--- src/rtl/pistorm_pkg.sv ---
// ============================================================================
//  Module      : pistorm_pkg
//  Description : Shared arbitration state encoding and status-bit positions.
//  Revision    : 1.0
// ============================================================================
`default_nettype none

package pistorm_pkg;

    typedef enum logic [2:0] {
        ST_IDLE    = 3'd0,
        ST_HOLD    = 3'd1,
        ST_GRANT   = 3'd2,
        ST_OWNED   = 3'd3,
        ST_RELEASE = 3'd4
    } arb_state_t;

    // Bit positions of the arbitration flags inside the Pi status register
    localparam int c_STAT_DMA_ACTIVE_BIT = 0;
    localparam int c_STAT_GRANT_ERR_BIT  = 1;

endpackage

`default_nettype wire

--- src/rtl/sync3.sv ---
// ============================================================================
//  Module      : sync3
//  Description : Three-flop synchroniser exposing every tap of the chain.
//  Revision    : 1.0
// ============================================================================
`default_nettype none

module sync3 #(
    parameter logic RESET_VAL = 1'b1
) (
    input  logic       clk,
    input  logic       rst_n,
    input  logic       i_d,
    output logic [2:0] o_taps
);

    logic [2:0] r_chain;

    always_ff @(posedge clk or negedge rst_n) begin
        if (!rst_n) begin
            r_chain <= {3{RESET_VAL}};
        end else begin
            r_chain <= {r_chain[1:0], i_d};
        end
    end

    assign o_taps = r_chain;

endmodule

`default_nettype wire

--- src/rtl/m68k_bus_arbiter.sv ---
// ============================================================================
//  Module      : m68k_bus_arbiter
//  Description : BR_n/BG_n/BGACK_n arbiter between the Pi engine and DMA masters.
//  Revision    : 1.0
// ============================================================================
`default_nettype none

module m68k_bus_arbiter
    import pistorm_pkg::*;
#(
    parameter int GRANT_TIMEOUT  = 16,
    parameter int RELEASE_SETTLE = 2
) (
    input  logic PI_CLK,
    input  logic RESET_n,
    input  logic M68K_CLK,
    input  logic M68K_BR_n,
    input  logic M68K_BGACK_n,
    input  logic bus_busy,
    input  logic clr_err,
    output logic M68K_BG_n,
    output logic bus_hold,
    output logic bus_float,
    output logic dma_active,
    output logic grant_timeout_err
);

    localparam logic [4:0] c_TO_LAST     = 5'(GRANT_TIMEOUT - 1);
    localparam logic [1:0] c_SETTLE_LAST = 2'(RELEASE_SETTLE - 1);

    logic [2:0] w_c7m_taps;
    logic [2:0] w_br_taps;
    logic [2:0] w_bgack_taps;
    logic       w_c7m_fall;
    logic       w_br;
    logic       w_bgack;
    logic       w_timeout;
    logic       w_unused_taps;
    arb_state_t w_next;

    arb_state_t r_state;
    logic [4:0] r_tcnt;
    logic [1:0] r_scnt;
    logic       r_armed;

    sync3 #(.RESET_VAL(1'b0)) u_sync_c7m (
        .clk    (PI_CLK),
        .rst_n  (RESET_n),
        .i_d    (M68K_CLK),
        .o_taps (w_c7m_taps)
    );

    sync3 #(.RESET_VAL(1'b1)) u_sync_br (
        .clk    (PI_CLK),
        .rst_n  (RESET_n),
        .i_d    (M68K_BR_n),
        .o_taps (w_br_taps)
    );

    sync3 #(.RESET_VAL(1'b1)) u_sync_bgack (
        .clk    (PI_CLK),
        .rst_n  (RESET_n),
        .i_d    (M68K_BGACK_n),
        .o_taps (w_bgack_taps)
    );

    assign w_c7m_fall    = w_c7m_taps[2] & ~w_c7m_taps[1];
    assign w_br          = ~w_br_taps[2];
    assign w_bgack       = ~w_bgack_taps[2];
    assign w_unused_taps = ^{w_c7m_taps[0], w_br_taps[1:0], w_bgack_taps[1:0]};

    always_comb begin
        w_next    = r_state;
        w_timeout = 1'b0;
        case (r_state)
            ST_IDLE: begin
                if (w_br) w_next = ST_HOLD;
            end
            ST_HOLD: begin
                if (!w_br)
                    w_next = ST_IDLE;
                else if (w_c7m_fall && r_armed && !bus_busy)
                    w_next = ST_GRANT;
            end
            ST_GRANT: begin
                if (w_bgack) begin
                    w_next = ST_OWNED;
                end else if (!w_br) begin
                    w_next = ST_IDLE;
                end else if (w_c7m_fall && r_tcnt == c_TO_LAST) begin
                    w_next    = ST_IDLE;
                    w_timeout = 1'b1;
                end
            end
            ST_OWNED: begin
                if (!w_bgack) w_next = ST_RELEASE;
            end
            ST_RELEASE: begin
                // A request already waiting goes straight back to HOLD so no Pi cycle slips in
                if (w_c7m_fall && r_scnt == c_SETTLE_LAST)
                    w_next = w_br ? ST_HOLD : ST_IDLE;
            end
            default: w_next = ST_IDLE;
        endcase
    end

    always_ff @(posedge PI_CLK or negedge RESET_n) begin
        if (!RESET_n) begin
            r_state           <= ST_IDLE;
            r_tcnt            <= 5'd0;
            r_scnt            <= 2'd0;
            r_armed           <= 1'b0;
            M68K_BG_n         <= 1'b1;
            bus_hold          <= 1'b0;
            bus_float         <= 1'b0;
            dma_active        <= 1'b0;
            grant_timeout_err <= 1'b0;
        end else begin
            r_state <= w_next;

            if (w_next != r_state) begin
                r_tcnt <= 5'd0;
                r_scnt <= 2'd0;
            end else if (w_c7m_fall) begin
                if (r_state == ST_GRANT && r_tcnt != 5'h1F)
                    r_tcnt <= r_tcnt + 5'd1;
                if (r_state == ST_RELEASE && r_scnt != 2'h3)
                    r_scnt <= r_scnt + 2'd1;
            end

            // One c7m_fall seen inside HOLD guarantees a full bus period before the granting fall
            if (r_state != ST_HOLD)
                r_armed <= (r_state == ST_RELEASE);
            else if (w_c7m_fall)
                r_armed <= 1'b1;

            M68K_BG_n  <= (w_next != ST_GRANT);
            bus_hold   <= (w_next != ST_IDLE);
            bus_float  <= (w_next == ST_OWNED) || (w_next == ST_RELEASE);
            dma_active <= (w_next == ST_OWNED);

            if (w_timeout)
                grant_timeout_err <= 1'b1;
            else if (clr_err)
                grant_timeout_err <= 1'b0;
        end
    end

endmodule

`default_nettype wire

--- config.mk ---
export PLATFORM = sky130hd
export DESIGN_NAME = m68k_bus_arbiter
export DESIGN_NICKNAME = d
export VERILOG_FILES = /design/src/rtl/pistorm_pkg.sv /design/src/rtl/sync3.sv /design/src/rtl/m68k_bus_arbiter.sv
export SDC_FILE = /design/constraint.sdc
export NUM_CORES = 1
export LEC_CHECK = 0
export ABC_AREA = 1
export BUFFER_PORTS_ARGS = -buffer_cell sky130_fd_sc_hd__buf_2
export CAP_MARGIN = 30
export CORE_ASPECT_RATIO = 1.4
export CORE_UTILIZATION = 40
export DETAILED_ROUTE_END_ITERATION = 10
export HOLD_SLACK_MARGIN = 0.08
export PLACE_DENSITY = 0.66
export SKIP_CTS_REPAIR_TIMING = 1
export SYNTH_ARGS = -nofsm -noshare
export SYNTH_HDL_FRONTEND = slang
export SYNTH_HIERARCHICAL = 1
export SYNTH_SLANG_ARGS = --single-unit
--- constraint.sdc ---
create_clock -name PI_CLK -period 5 [get_ports PI_CLK]
set_input_delay 0.75 -clock PI_CLK [delete_from_list [all_inputs] [get_ports PI_CLK]]
set_output_delay 0.75 -clock PI_CLK [all_outputs]
set_load 0.05 [all_outputs]
==> flow_summary.yaml <==
sta:
  period_minus_slack_ns: 1.79
  finClkSkew_ns: 0.00134
  finalMaxSlewViolations: 0
  fin_tns_setup_ns: 0
  rsz0062_at_grt: "no"
  worstMarginPinSlew_ns: 0.540
  hold_viol_final: 0
  setup_violations: 0
  period_share: 0.358
  slew_headroom: 0.640
  whs_ns: 0.359
  fmax_ghz: 0.559
power_and_ir_drop:
  powerDensity_nw_per_um2: 300
  p_leak_nw: 0.670
  p_int_mw: 0.291
  swShare: 0.300
  vdd_drop_max_uv: 225
  seqPwrFrac: 0.546
  comb_power_share: 0.156
  power_frac_clock: 0.298
  switchingPower_mw: 0.125
synth:
  ys_types: 26
  synth.ff_latch_count: 25
  async_flop_share: 1.00
  syn_avg_cell_area_um2: 10.1
  synth_ff_type: "dfrtp_1"
  synth_common_cells: "nand2_1, dfrtp_1, inv_1, nor2_1"
  yosys_warnings: 6
  syn_inst: 124
  netlist.area_leader.share: 0.359
  synth_most_common_cell: "nand2_1"
  yosysTopAreaCell: "dfrtp_1"
  seq_area_frac_synth: 0.506
  synth_edf_count: 0
  synth_nets: 136
  syn_area_um2: 1250
  ys_top_cells_by_area: "dfrtp_1, dfstp_2, nand2_1, nor3_2, ha_1"
critical_path:
  critPathBufInv: 1
  crit_slowest_cell: "dfstp_2"
  worstPathArrival_ns: 1.04
  max_stage_delay_ns: 0.52
  cpLargestDelayFamily: "flip-flops"
  cp_cell_sequence: "buf_2"
  crit_type: "reg2out"
  startpoint_type: "flip-flop"
  worst_ep_required_time_ns: 4.25
  endpoint_kind: "primary output"
  worst-path-max-fanout: 1
routing:
  routed-wl-met3_um: 64
  vias: 832
  ant_nets: 0
  via_per_inst: 4.78
  drtIter0Drc: 16
  routed_wl_um: 2070
  top_layer_used: "met4"
  drt-pass1-iter-count: 4
  detail_route.wl_per_cell_um: 11.9
  drc_errors: 0
  wl_met1_um: 778
  wl_met2_um: 1170
floorplan:
  die_y_um: 68.2
  chipWidth_um: 49.3
  die-area_um2: 3370
  ios: 12
  start_util: 0.427
  placementRows: 23
  core_um2: 2940
placement:
  post_dp_cell_area_um2: 1340
  port_buffers: 11
  dp_hpwl_um: 1610
  place_congestion: 0.845
min_path:
  hold_class: "reg2reg"
clocking:
  cts_tree: "built"
  cts_buffer_depth: 2
  path_clk_slew_ns: 0.09
  cts_made_buffers: 3
  cts.sinks: 25
  clk_latency_ns: 0.27
  cts-root-buf: "clkbuf_8"
  htreeDepth: 1
final_layout:
  num-fill-cells: 290
  nets: 150
  diodes: 0
  multiInputGateArea_um2: 529
  seq_area_um2: 634
  drive_gt1_frac: 0.343
  syn_to_final_growth_pct: 10.6
  fin_area_um2: 1390
global_routing:
  antenna_found_initial: 0
  grt_pass1_vias: 859
  track_usage: 0.142
  grt_pass1_wl_um: 3480
  grt_max_degree: 26
  overflow: 0
flow_run:
  maxCapViolCount: 0
status:
  outcome: "completed"
area by class of cell:
class	instances	area share
Clock buffer	3	0.0298
Clock inverter	1	0.00632
Inverter	19	0.0514
Multi-Input combinational cell	78	0.382
Sequential cell	25	0.458
Tap cell	37	0.0334
Timing Repair Buffer	11	0.0397
final timing paths:
check | startpoint | cells past startpoint | endpoint | slack (ns)
worst max-delay path | M68K_BG_n$_DFF_PN1_ | 1 | M68K_BG_n | 3.21
worst min-delay path | u_sync_br/o_taps[0]$_DFF_PN1_ | 0 | u_sync_br/o_taps[1]$_DFF_PN1_ | 0.36
worst max register to register | r_tcnt[0]$_DFFE_PN0P_ | 9 | r_tcnt[2]$_DFFE_PN0P_ | 3.23
worst min register to register | u_sync_br/o_taps[0]$_DFF_PN1_ | 0 | u_sync_br/o_taps[1]$_DFF_PN1_ | 0.36
max in group asynchronous | RESET_n | 1 | u_sync_bgack/o_taps[2]$_DFF_PN1_ | 4.18
min in group asynchronous | RESET_n | 1 | r_state[0]$_DFF_PN0_ | 0.45
through the flow:
stage / total power [mW] / instances / setup WS [ns] / util
after floorplan: 0.283 / 124 / 3.39 / -
after detailed placement: 0.297 / 170 / 3.26 / 0.455
final: 0.416 / 174 / 3.21 / 0.472
after CTS: 0.422 / 174 / 3.19 / 0.472
after global routing: 0.438 / 174 / 3.13 / 0.472
after global placement: 0.295 / 170 / 3.27 / 0.455
kinds of logic after synthesis:
logic type	synth area share
AND/OR/NAND/NOR	0.307
flip-flops	0.506
buffers and inverters	0.0719
AO/OA/AOI/OAI	0.0369
adder cells (fa/ha/maj)	0.0499
XOR/XNOR	0.0279
sequential cells by signal (all words and copies together) (netlist names):
| signal | flops |
|---|---|
| M68K_BG_n | 1 |
| bus_float | 1 |
| bus_hold | 1 |
| dma_active | 1 |
| grant_timeout_err | 1 |
| r_armed | 1 |
| r_scnt | 2 |
| r_state | 3 |
| r_tcnt | 5 |
| u_sync_bgack/o_taps | 3 |
| u_sync_br/o_taps | 3 |
| u_sync_c7m/o_taps | 3 |
power groups by stage:
stage / Sequential [mW] / Clock, mW / Combinational, mW
after global routing: 0.229 / 0.138 / 0.0710
after global placement: 0.231 / 0 / 0.0643
final: 0.227 / 0.124 / 0.0648
after CTS: 0.227 / 0.129 / 0.0660
after detailed placement: 0.231 / 0 / 0.0659
after floorplan: 0.233 / 0 / 0.0501
worst reg2reg max path, cell delays in order (launching register included):
cell,delay (ns)
dfrtp_1,0.42
ha_1,0.22
and3_1,0.19
ha_1,0.18
nor2_1,0.13
nand2_2,0.11
inv_2,0.08
nand2_1,0.07
xor2_1,0.16
nor3_2,0.15
layer usage:
| metal | track usage | up-vias |
|---|---|---|
| li1 | - | 418 |
| met1 | 0.132 | 389 |
| met2 | 0.283 | 18 |
| met3 | 0.0267 | 7 |
| met4 | 0.0882 | 0 |
| met5 | 0 | - |
layout by cell type (no fill, tap or decap), types with 2 or more instances in the layout:
cell      synthesis  layout
a21oi_1           2       2
and3_1            2       2
buf_2             0      11
clkbuf_8          0       3
dfrtp_1          18      18
dfstp_2           7       7
ha_1              5       5
inv_1            14      14
inv_2             5       5
nand2_1          24      24
nand2_2           3       3
nand3_1           7       7
nand3_2           2       2
nand3_4           2       2
nor2_1            8       8
nor2_4            2       2
nor3_2            7       7
o21ai_0           3       3
xor2_1            4       4
No activity file was read; power rests on OpenSTA's default activity.
